File: config.mk
export PLATFORM = sky130hd
export DESIGN_NAME = hazard_ctrl_flat
export DESIGN_NICKNAME = d
export VERILOG_FILES = /design/src/rtl/cpu_pipe_pkg.sv /design/src/rtl/hazard_ctrl_if.sv /design/src/rtl/hz_sat_cnt.sv /design/src/rtl/hazard_ctrl.sv /design/src/flat_wrapper.sv
export SDC_FILE = /design/constraint.sdc
export NUM_CORES = 1
export LEC_CHECK = 0
export ABC_AREA = 1
export BUFFER_PORTS_ARGS = -buffer_cell sky130_fd_sc_hd__buf_2
export CORE_MARGIN = 2
export CORE_UTILIZATION = 35
export DETAILED_ROUTE_END_ITERATION = 10
export MAX_ROUTING_LAYER = met4
export PLACE_DENSITY_LB_ADDON = 0.15
export SLEW_MARGIN = 20
export SYNTH_ARGS = -nofsm -noshare
export SYNTH_HDL_FRONTEND = slang
export SYNTH_SLANG_ARGS = --single-unit
File: constraint.sdc
create_clock -name clk -period 1.35 [get_ports clk]
set_input_delay 0.27 -clock clk [delete_from_list [all_inputs] [get_ports clk]]
set_output_delay 0.27 -clock clk [all_outputs]
set_load 0.05 [all_outputs]
File: src/rtl/cpu_pipe_pkg.sv
// Shared pipeline-control definitions: specifier/counter widths, hazard FSM
// encodings and the control-output bundle used by hazard_ctrl.
package cpu_pipe_pkg;

    localparam int unsigned REG_W_DEFAULT = 6;
    localparam int unsigned CNT_W         = 16;
    localparam int unsigned STATE_W       = 2;
    localparam int unsigned WAIT_W        = 4;

    typedef enum logic [STATE_W-1:0] {
        ST_RUN      = 2'd0,
        ST_MEM_WAIT = 2'd1,
        ST_HALT     = 2'd2
    } hz_state_e;

    typedef struct packed {
        logic pc_write;
        logic ifid_write;
        logic idex_bubble;
        logic ifid_flush;
        logic idex_flush;
        logic pipe_hold;
    } hz_ctrl_t;

    localparam hz_ctrl_t CTRL_IDLE = '{pc_write: 1'b1, ifid_write: 1'b1, idex_bubble: 1'b0,
                                       ifid_flush: 1'b0, idex_flush: 1'b0, pipe_hold: 1'b0};
    localparam hz_ctrl_t CTRL_FREEZE = '{pc_write: 1'b0, ifid_write: 1'b0, idex_bubble: 1'b0,
                                         ifid_flush: 1'b0, idex_flush: 1'b0, pipe_hold: 1'b1};
    localparam hz_ctrl_t CTRL_FLUSH = '{pc_write: 1'b1, ifid_write: 1'b1, idex_bubble: 1'b0,
                                        ifid_flush: 1'b1, idex_flush: 1'b1, pipe_hold: 1'b0};
    localparam hz_ctrl_t CTRL_STALL = '{pc_write: 1'b0, ifid_write: 1'b0, idex_bubble: 1'b1,
                                        ifid_flush: 1'b0, idex_flush: 1'b0, pipe_hold: 1'b0};

endpackage

File: src/rtl/hazard_ctrl_if.sv
// MEM-stage data-access handshake seen by the hazard controller.
interface hazard_ctrl_if;

    logic mem_req;
    logic mem_ready;

    modport master (output mem_req, output mem_ready);
    modport slave  (input  mem_req, input  mem_ready);

endinterface

File: src/rtl/hz_sat_cnt.sv
// Saturating up-counter with synchronous clear (clear wins over increment).
module hz_sat_cnt #(
    parameter int unsigned W = 16
) (
    input  logic         clk,
    input  logic         clr,
    input  logic         inc,
    output logic [W-1:0] cnt
);

    always_ff @(posedge clk) begin
        if (clr) begin
            cnt <= '0;
        end else if (inc && (cnt != '1)) begin
            cnt <= cnt + W'(1);
        end
    end

endmodule

File: src/rtl/hazard_ctrl.sv
// Pipeline hazard controller: memory-wait freeze with timeout halt, taken-branch
// flush and load-use stall, plus stall/flush performance counters.
module hazard_ctrl
    import cpu_pipe_pkg::*;
#(
    parameter int unsigned REG_W    = REG_W_DEFAULT,
    parameter int unsigned MAX_WAIT = 15
) (
    input  logic               clk,
    input  logic               rst,
    input  logic [REG_W-1:0]   Rs_ID,
    input  logic [REG_W-1:0]   Rt_ID,
    input  logic [REG_W-1:0]   Rt_EX,
    input  logic               MemRead_EX,
    input  logic               Branch_taken_EX,
    hazard_ctrl_if.slave       mem,
    output logic               PC_write,
    output logic               IFID_write,
    output logic               IDEX_bubble,
    output logic               IFID_flush,
    output logic               IDEX_flush,
    output logic               pipe_hold,
    output logic               mem_timeout,
    output logic [CNT_W-1:0]   stall_cnt,
    output logic [CNT_W-1:0]   flush_cnt,
    output logic [STATE_W-1:0] state
);

    hz_state_e         state_q, state_d;
    logic [WAIT_W-1:0] wait_q, wait_d;
    logic              timeout_q, timeout_d;
    logic              freeze;
    logic              load_use;
    hz_ctrl_t          ctrl;

    // Register 0 is hard-wired, so a load targeting it never creates a dependency.
    always_comb begin
        load_use = MemRead_EX && (Rt_EX != '0) && ((Rt_EX == Rs_ID) || (Rt_EX == Rt_ID));
    end

    // Next state; wait_q counts frozen cycles of the current outstanding access.
    always_comb begin
        state_d   = state_q;
        wait_d    = wait_q;
        timeout_d = timeout_q;
        freeze    = 1'b0;
        case (state_q)
            ST_RUN: begin
                if (mem.mem_req && !mem.mem_ready) begin
                    freeze = 1'b1;
                    wait_d = WAIT_W'(1);
                    if (MAX_WAIT <= 1) begin
                        state_d   = ST_HALT;
                        timeout_d = 1'b1;
                    end else begin
                        state_d = ST_MEM_WAIT;
                    end
                end
            end
            ST_MEM_WAIT: begin
                if (mem.mem_ready) begin
                    state_d = ST_RUN;
                    wait_d  = '0;
                end else begin
                    freeze = 1'b1;
                    wait_d = wait_q + WAIT_W'(1);
                    if (wait_d == WAIT_W'(MAX_WAIT)) begin
                        state_d   = ST_HALT;
                        timeout_d = 1'b1;
                    end
                end
            end
            ST_HALT: begin
                freeze = 1'b1;
            end
            default: begin
                freeze  = 1'b1;
                state_d = ST_RUN;
                wait_d  = '0;
            end
        endcase
    end

    // Output priority: reset/freeze > branch flush > load-use stall > idle.
    always_comb begin
        ctrl = CTRL_IDLE;
        if (rst || freeze) begin
            ctrl = CTRL_FREEZE;
        end else if (Branch_taken_EX) begin
            ctrl = CTRL_FLUSH;
        end else if (load_use) begin
            ctrl = CTRL_STALL;
        end
    end

    always_ff @(posedge clk) begin
        if (rst) begin
            state_q   <= ST_RUN;
            wait_q    <= '0;
            timeout_q <= 1'b0;
        end else begin
            state_q   <= state_d;
            wait_q    <= wait_d;
            timeout_q <= timeout_d;
        end
    end

    hz_sat_cnt #(.W(CNT_W)) u_stall_cnt (
        .clk (clk),
        .clr (rst),
        .inc (!ctrl.pc_write),
        .cnt (stall_cnt)
    );

    hz_sat_cnt #(.W(CNT_W)) u_flush_cnt (
        .clk (clk),
        .clr (rst),
        .inc (ctrl.ifid_flush),
        .cnt (flush_cnt)
    );

    assign PC_write    = ctrl.pc_write;
    assign IFID_write  = ctrl.ifid_write;
    assign IDEX_bubble = ctrl.idex_bubble;
    assign IFID_flush  = ctrl.ifid_flush;
    assign IDEX_flush  = ctrl.idex_flush;
    assign pipe_hold   = ctrl.pipe_hold;
    assign mem_timeout = timeout_q;
    assign state       = STATE_W'(state_q);

endmodule

File: src/flat_wrapper.sv
// flat-port wrapper written by rule: the top's interface ports become plain ports
module hazard_ctrl_flat import cpu_pipe_pkg::*;
#(
    parameter int unsigned REG_W    = REG_W_DEFAULT,
    parameter int unsigned MAX_WAIT = 15
)
  (clk, rst, Rs_ID, Rt_ID, Rt_EX, MemRead_EX, Branch_taken_EX, PC_write, IFID_write, IDEX_bubble, IFID_flush, IDEX_flush, pipe_hold, mem_timeout, stall_cnt, flush_cnt, state, mem_mem_req, mem_mem_ready);
  hazard_ctrl_if mem_i ();
  input  logic clk;
  input  logic rst;
  input  logic [REG_W-1:0] Rs_ID;
  input  logic [REG_W-1:0] Rt_ID;
  input  logic [REG_W-1:0] Rt_EX;
  input  logic MemRead_EX;
  input  logic Branch_taken_EX;
  output logic PC_write;
  output logic IFID_write;
  output logic IDEX_bubble;
  output logic IFID_flush;
  output logic IDEX_flush;
  output logic pipe_hold;
  output logic mem_timeout;
  output logic [CNT_W-1:0] stall_cnt;
  output logic [CNT_W-1:0] flush_cnt;
  output logic [STATE_W-1:0] state;
  input wire logic [$bits(mem_i.mem_req)-1:0] mem_mem_req;
  input wire logic [$bits(mem_i.mem_ready)-1:0] mem_mem_ready;
  assign mem_i.mem_req = mem_mem_req;
  assign mem_i.mem_ready = mem_mem_ready;
  hazard_ctrl #(.REG_W(REG_W), .MAX_WAIT(MAX_WAIT)) u_core (.clk(clk), .rst(rst), .Rs_ID(Rs_ID), .Rt_ID(Rt_ID), .Rt_EX(Rt_EX), .MemRead_EX(MemRead_EX), .Branch_taken_EX(Branch_taken_EX), .mem(mem_i), .PC_write(PC_write), .IFID_write(IFID_write), .IDEX_bubble(IDEX_bubble), .IFID_flush(IFID_flush), .IDEX_flush(IDEX_flush), .pipe_hold(pipe_hold), .mem_timeout(mem_timeout), .stall_cnt(stall_cnt), .flush_cnt(flush_cnt), .state(state));
endmodule
=== Word-level counts from Yosys, hierarchy flattened ===
Cells that the tools add are included.

* Word-level logic and storage cells: 46
* Register bits: 39
* Output and inout bits: 41

* Reduce and logical (&&, ||, !) cells: 14
* Add/subtract/negate cells: 3
* Eq/ne operators: 9
* Bitwise operators: 2
* Mux-type cells: 13

{| class="wikitable"
|+ Operators with widths
! operator !! count
|-
| adder 16 x 1 -> 16 bit (second input constant) || 2
|-
| inequality test 16 bit (second input constant) || 2
|-
| two-way mux 6 bit || 3
|-
| == test 6 bit || 2
|-
| case mux 4 bit (3 select lines) || 1
|-
| two-way mux 4 bit || 2
|-
| two-way mux 2 bit || 3
|-
| case mux 2 bit (3 select lines) || 1
|-
| AND reduction 3 bit || 2
|-
| nonzero test 6 bit || 1
|-
| logical AND 1 bit || 5
|-
| adder 4 x 1 -> 4 bit (second input constant) || 1
|-
| == test 4 bit (second input constant) || 1
|-
| inequality test 3 x 2 -> 1 bit (second input constant) || 1
|-
| == test 2 x 1 -> 1 bit (second input constant) || 1
|-
| == test 2 bit (second input constant) || 1
|-
| logical NOT 1 bit || 2
|-
| logical NOT 2 bit || 1
|-
| logical OR 1 bit || 2
|-
| two-way mux 1 bit || 2
|-
| inequality test 2 x 1 -> 1 bit (second input constant) || 1
|-
| NOT 1 bit || 2
|-
| case mux 1 bit (2 select lines) || 1
|-
| AND reduction 2 bit || 1
|}

=== Logic depth before layout (Yosys ltp) ===
Gate-level depths: netlist of run 1.

* Depth after elaboration: 8
* Mapped depth: 13
* Mapped depth without buffers: 12

=== By module ===
Synthesis of run 1 repeated with hierarchy kept, for this count alone.

* Cells, all modules: 420
* Area total of the unflattened synthesis: 2513.7 um^2

{| class="wikitable"
|+ Modules (own cells, without submodules)
! module !! area an instance (um^2) !! cells each !! instances
|-
| hz_sat_cnt || 929.6 || 149 || 2
|-
| hazard_ctrl || 654.4 || 122 || 1
|}

=== Least setup slack after synthesis of run 1 ===
OpenSTA, ideal clock, no wires.

* Path type: reg-to-output
* Start: register u_core.state_q[0], in the netlist u_core.state[0]
* End: output port PC_write
* Cell stages (with the launch flop): 8
* Data arrival time: 2291 ps
* Required time: 1080 ps
* Setup slack: -1211 ps
* Path buffers: 2
* Path through: dfxtp_1 inv_1 o211ai_2 inv_1 nand2_2 buf_4 inv_1 buf_4

* Longest elaborated chain between the ends: 4

{| class="wikitable"
|+ RTL lines
! what !! RTL line !! text
|-
| from (decl) || hazard_ctrl.sv:29 || <nowiki>hz_state_e state_q, state_d;</nowiki>
|-
| from (signal assigned) || hazard_ctrl.sv:102 || <nowiki>state_q <= state_d;</nowiki>
|-
| == test 2 x 1 -> 1 bit or logical NOT 2 bit (tied branches) || hazard_ctrl.sv:47 || <nowiki>case (state_q)</nowiki>
|-
| case mux 1 bit (2 select lines) (*) || hazard_ctrl.sv:47 ||
|-
| logical OR 1 bit (*) || hazard_ctrl.sv:87 || <nowiki>if (rst || freeze) begin</nowiki>
|-
| two-way mux 6 bit (*) || hazard_ctrl.sv:87 ||
|-
| to (decl) || flat_wrapper.sv:16 || <nowiki>output logic PC_write;</nowiki>
|}

Mark *: on every way between the ends. The rest lies on a longest branch, timed or not.

=== Worst setup path in the final report of run 1 ===
Same ends and word-level chain as after synthesis.

==> results of run 1 <==
-- cell usage in the layout (no fill, tap or decap), types with 11 or more instances in the layout --
cell,count
buf_6,13
nor2_4,11
nand3_1,12
buf_4,61
nor2_1,44
inv_1,47
inv_2,12
a21oi_2,16
nand3_2,14
dfxtp_1,14
buf_2,50
nand2_1,97
a21oi_1,15
dfxtp_2,19
-- layer usage --
layer	GRT usage	routed length, um	vias up
met5	-	0	-
met2	0.350	3920	44
met1	0.231	3280	1333
met4	0.0490	136	0
met3	0.0415	187	12
li1	-	-	1520
-- power breakdown --
part           switching (mW)  internal, mW
clock                   0.459         0.551
combinational           0.339         0.255
sequential             0.0174          1.16
total                   0.815          1.97
-- worst register-to-register path: cells and delay by family (launching register included) --
| kind | cells | cell delay (ns) |
|---|---|---|
| simple gates | 6 | 0.70 |
| fa+ha+maj | 1 | 0.15 |
| buf+inv | 1 | 0.15 |
| compound gates | 1 | 0.12 |
| flops | 1 | 0.36 |
-- cell type report --
type,instances,area [um2],share of cell area
sequential,39,827,0.196
timing repair inverter,1,8.76,0.00208
clock inverter,3,43.8,0.0104
multi-input combinational,283,1810,0.429
inverter,62,246,0.0585
timing repair buffer,141,1090,0.259
clock buffer,5,68.8,0.0163
tap,96,120,0.0285
-- state kept, by name (all words and copies together) (netlist names) --
| signal | flops |
|---|---|
| u_core.mem_timeout | 1 |
| u_core.state | 2 |
| u_core.u_flush_cnt.cnt | 16 |
| u_core.u_stall_cnt.cnt | 16 |
| u_core.wait_q | 4 |
-- how the worst min path moves through the flow --
stage                             from                        end  slack [ns]  cells past startpoint
finish                             rst  u_core.u_flush_cnt.cnt[8]        0.36                      3
global route                       rst  u_core.u_flush_cnt.cnt[8]        0.36                      3
CTS                                rst  u_core.u_flush_cnt.cnt[9]        0.36                      3
floorplan             u_core.wait_q[3]           u_core.wait_q[3]        0.46                      2
global placement    u_core.mem_timeout         u_core.mem_timeout        0.44                      2
detailed placement  u_core.mem_timeout         u_core.mem_timeout        0.45                      2
-- stage by stage --
stage	power, mW	instances	setup TNS, ns	instance area, um2
3_5_place_dp	1.65	604	-7.01	3400
4_1_cts	2.75	624	-4.21	3930
5_1_grt	2.92	630	-8.88	4210
6_report	2.78	630	-5.57	4210
3_3_place_gp	1.64	604	-6.10	3400
2_1_floorplan	1.51	394	-10.96	2600
-- cells by family (layout without fill, tap and decap cells) --
logic type,Yosys count,in the layout,synth area share
compound gates,47,47,0.103
xor+xnor,5,5,0.0178
flops,39,39,0.318
fa+ha+maj,4,4,0.0204
buf+inv,73,212,0.128
simple gates,226,227,0.413
-- what timing repair did --
item / CTS / global route
endpoints found under the setup margin: 40 / 54
setup buffers: 10 / 6
pin swaps: 52 / 43
gates cloned: 3 / 2
gates resized for setup: 82 / 60
endpoints found under the hold margin: 0 / 0
==> metrics.md, run 1 <==
| Metric | Value |
|---|---|
| Root Buffer | `clkbuf_8` |
| Top cell type's share of synthesized area | `0.318` |
| Reg2reg setup slack | `-0.24 ns` |
| Routed len/inst | `between 10 and 15 um` |
| ANT cells | `0` |
| DP HPWL | `roughly 4.9 mm` |
| Vias in the first global route | `between 2000 and 3000` |
| Critical R2R Launch | `u_core.u_stall_cnt.cnt[0]` |
| Fin crit period | `1.62 ns` |
| Yosys top cell by area | `dfxtp_1` |
| Yosys reg bits | `39` |
| Drt first pass iters | `4` |
| Largest cells by area after synthesis | `dfxtp_1, nand2_1, inv_1` |
| Initial antenna violation count | `0` |
| Clock slew at reported path FFs | `about 0.080 ns` |
| RR Endpoint | `u_core.u_stall_cnt.cnt[13]` |
| Post-Synthesis Cells | `roughly 390` |
| Global route overflow | `0` |
| Fin nets | `around 560` |
| Skew-Pair Late Insertion Delay | `~0.30 ns` |
| Hold WC Path Type | `in2reg` |
| Clock sink count | `39` |
| WHS | `around 0.36 ns` |
| I/O pins | `65` |
| F_max | `between 600 and 700 MHz` |
| CTS H-tree depth | `2` |
| Die X | `87.8 um` |
| Vias per inst | `4.62` |
| Status | `finished with violations` |
| YS warnings | `0` |
| Routed Antenna Nets | `0` |
| Final hold violations | `0` |
| Period utilization | `1.20` |
| Crit path max-delay cell type | `dfxtp_4` |
| Reg2Reg Depth | `9` |
| Slew HR | `0.778` |
| # setup viols final | `38` |
| Initial Utilization | `0.362` |
| Count leader, synth | `nand2_1` |
| Max incr delay on CP | `~0.37 ns` |
| Fraction of layout cells with a size suffix above 1 | `0.522` |
| Setup crit start | `u_core.state[0]` |
| Endpoint class of the critical path | `primary output` |
| Largest net degree at the start of global routing | `17` |
| Sequential share of the synthesized area | `0.318` |
| Rows | `30` |
| CTS tree | `yes` |
| CP Cell Sequence | `inv_4, o211ai_4, inv_2, nand2_4, clkinvlp_4, buf_6` |
| First-pass GRT wire length | `about 12 mm` |
| Worst Tran Pin Value | `between 0.3 and 0.4 ns` |
| Synth unique cells | `35` |
| Critical path class | `reg2out` |
| Total Wirelength | `7.53 mm` |
| CTS Buffer Depth | `2` |
| Die area | `around 7700 um2` |
| Fillcell total | `between 600 and 700` |
| 1st-iter DRT viols | `47` |
| Post-route setup slack | `-0.270 ns` |
| Crit start category | `flip-flop` |
| Residual DRC | `0` |
| Slew Viols, Final | `0` |
| All-layer global routing usage | `0.199` |
| Synth async-reset ratio | `0` |
| Core Region | `6790 um2` |
| Max Cap Viol | `0` |
| Cts bufs inserted | `5` |
| Cell Area, Synth | `roughly 2500 um2` |
| Final core utilization | `0.620` |
| RSZ-0062 raised after global routing | `true` |
| Placement Setup Slack | `-0.263 ns` |
| Crit Path Max Fanout | `4` |
| Synth Area per Inst | `roughly 6.2 um2` |
| CP endpoint | `PC_write` |
| EDFF count, synth | `0` |
| Area Overhead vs Synth | `71.3%` |
| Worst Skew | `around 0.0024 ns` |
| Syn_nets | `between 400 and 500` |
| Worst EP arrival | `roughly 1.4 ns` |
| Worst path depth | `6` |
| CP required | `between 1 and 1.5 ns` |
| GPL Wtd Cong | `0.875` |
| PortBufs | `64` |
| Failing checks | `setup timing` |
| CTS Hold Bufs | `0` |
| Most used DFF post-synth | `dfxtp_1` |
| Peak supply drop | `about 0.41 mV` |
| P_leak | `2.04 nW` |
| Vias | `a little under 3000` |
| Die height | `slightly below 90 um` |
| Pwr dens | `roughly 660 nW/um2` |
| Crit path max-delay family | `flip-flops` |
| WP buf/inv | `4` |
| Post-synth top cells | `nand2_1, inv_1, nor2_1` |
(Power assumes the default switching activity.)
==> run 2, diff against run 1 <==
--- a/config.mk
+++ b/config.mk
@@ -8,7 +8,7 @@
 export ABC_AREA = 1
 export BUFFER_PORTS_ARGS = -buffer_cell sky130_fd_sc_hd__buf_2
 export CORE_MARGIN = 2
-export CORE_UTILIZATION = 35
+export CORE_UTILIZATION = 40
 export DETAILED_ROUTE_END_ITERATION = 10
 export MAX_ROUTING_LAYER = met4
 export PLACE_DENSITY_LB_ADDON = 0.15
==> run 2 against run 1 <==
  * Global-route usage increased by 2.3 points
  * Flip-flop and latch count unchanged
  * Total power decreased by 7.2%
  * Largest cell class unchanged
  * Critical path type unchanged
  * Register-to-register slack improved by 0.02 ns
  * Sequential power about the same
  * The flow still finishes with violations (setup timing)
  * Largest power group unchanged
  * Clock skew increased by 0.0032 ns
==> metrics.md, run 2 (same netlist as run 1, synthesis figures left out) <==
| Metric | Value |
|---|---|
| Worst Skew | `between 0.005 and 0.006 ns` |
| Total Power | `~2.6 mW` |
| Max Cap Viol | `0` |
| Biggest regs | `u_core.u_flush_cnt.cnt x16, u_core.u_stall_cnt.cnt x16, u_core.wait_q x4` |
| Core Region | `approximately 6000 um2` |
| WHS | `0.349 ns` |
| Hold WC Path Type | `in2reg` |
| Critical path class | `reg2out` |
| I/O pins | `between 60 and 70` |
| Rows | `28` |
| # setup viols final | `38` |
| Drt first pass iters | `4` |
| CP Cell Sequence | `inv_4, o211ai_4, inv_2, nand2_4, clkinvlp_4, buf_6` |
| Clock slew at reported path FFs | `~0.090 ns` |
| Failing checks | `setup timing` |
| Die X | `roughly 82 um` |
| Post-route setup slack | `-0.264 ns` |
| Routed len/inst | `about 12 um` |
| Crit start category | `flip-flop` |
| CTS Buffer Depth | `2` |
| Initial antenna violation count | `0` |
| Pwr dens | `between 600 and 700 nW/um2` |
| CTS Hold Bufs | `0` |
| Most frequent cells in the layout | `nand2_1, buf_4, inv_1, buf_2, nor2_1` |
| Initial Utilization | `0.415` |
| P_leak | `~2 nW` |
| Fin crit period | `~1.6 ns` |
| Skew-Pair Late Insertion Delay | `~0.30 ns` |
| Routed Antenna Nets | `0` |
| Largest net degree at the start of global routing | `17` |
| Crit path max-delay cell type | `dfxtp_4` |
| RSZ-0062 raised after global routing | `true` |
| Worst path depth | `6` |
| Fin nets | `557` |
| Crit Path Max Fanout | `4` |
| 1st-iter DRT viols | `about 120` |
| Vias per inst | `4.76` |
| Die height | `a little over 80 um` |
| Final hold violations | `0` |
| PortBufs | `between 60 and 70` |
| Fraction of layout cells with a size suffix above 1 | `0.491` |
| Endpoint class of the critical path | `primary output` |
| Cells on Worst Hold Path | `3` |
| Die area | `~6800 um2` |
| Crit path max-delay family | `flip-flops` |
| Top sig layer | `met4` |
| Slew Viols, Final | `0` |
| Area Overhead vs Synth | `64.8%` |
| Status | `finished with violations` |
| Max incr delay on CP | `about 0.37 ns` |
| WP buf/inv | `4` |
| Slew HR | `0.736` |
| Global route overflow | `0` |
| Vias in the first global route | `2651` |
| Cts bufs inserted | `5` |
| CTS tree | `yes` |
| Met2 WL | `between 3 and 4 mm` |
| Commonest non-fill, non-tap cell in the layout | `nand2_1` |
| Clock sink count | `39` |
| CP required | `around 1.1 ns` |
| F_max | `620 MHz` |
| Worst Tran Pin Value | `roughly 0.40 ns` |
| Total Wirelength | `roughly 7.4 mm` |
| ANT cells | `0` |
| Residual DRC | `0` |
| Worst EP arrival | `1.34 ns` |
| Reg2Reg Depth | `10` |
| DP HPWL | `roughly 4.9 mm` |
| All-layer global routing usage | `0.222` |
| Met1 wire length | `3.19 mm` |
| Routed wl met3 | `roughly 200 um` |
| Vias | `2878` |
| Period utilization | `1.20` |
| Root Buffer | `clkbuf_8` |
| Peak supply drop | `between 0.5 and 0.6 mV` |
| First-pass GRT wire length | `roughly 12 mm` |
| CTS H-tree depth | `2` |
| GPL Wtd Cong | `just over 0.9` |
-- run 2: cell types whose count changed in the layout (fill, tap and decap cells not counted), sizes merged --
cell      before  now
buf          130  129
bufinv         1    0
clkbuf        16   13
clkinv         2    1
clkinvlp       1    3
-- run 2: routing by layer --
metal,vias up,track usage
met5,-,-
met4,0,0.0733
met3,9,0.0402
met2,48,0.396
met1,1309,0.249
li1,1512,-
-- run 2: report_power, final --
part | switching (mW) | internal [mW]
Combinational | 0.327 | 0.218
Sequential | 0.0177 | 1.16
Clock | 0.487 | 0.370
Total | 0.832 | 1.75
-- run 2: cell type report --
type                            count  area, um2
Multi-Input combinational cell    283       1750
Tap cell                           75       93.8
Clock inverter                      3       23.8
Inverter                           62        254
Fill cell                         508       1870
Clock buffer                        5       68.8
Timing Repair Buffer              137       1010
Timing Repair inverter              1       16.3
Sequential cell                    39        828
-- run 2: metrics by stage --
stage | worst slack, ns | instances | cell area (um2) | TNS, ns | util
6_report | -0.264 | 605 | 4050 | -5.90 | 0.684
5_1_grt | -0.313 | 605 | 4050 | -9.39 | 0.684
4_1_cts | -0.265 | 600 | 3880 | -7.10 | 0.655
3_5_place_dp | -0.248 | 576 | 3320 | -6.79 | 0.561
3_3_place_gp | -0.209 | 576 | 3320 | -5.45 | 0.561
2_1_floorplan | -0.715 | 394 | 2600 | -10.96 | -
-- run 2: path summary, 6_finish.rpt --
path	slack, ns	end	startpoint
max	-0.26	IFID_write	u_core.state[0]
min	0.35	u_core.u_flush_cnt.cnt[8]	rst
max reg2reg	-0.22	u_core.u_flush_cnt.cnt[9]	u_core.state[1]
min reg2reg	0.46	u_core.mem_timeout	u_core.mem_timeout
-- run 2: timing repair --
action,in CTS,in global routing
resized for setup,86,33
endpoints found under the hold margin,0,0
gates cloned,2,0
pin swaps,51,19
setup buffers,15,7
setup endpoints to repair,39,47
-- run 2: tightest hold or removal path: stages --
cell and delay, ns:
buf_2 0.11, buf_4 0.19, a21oi_2 0.04
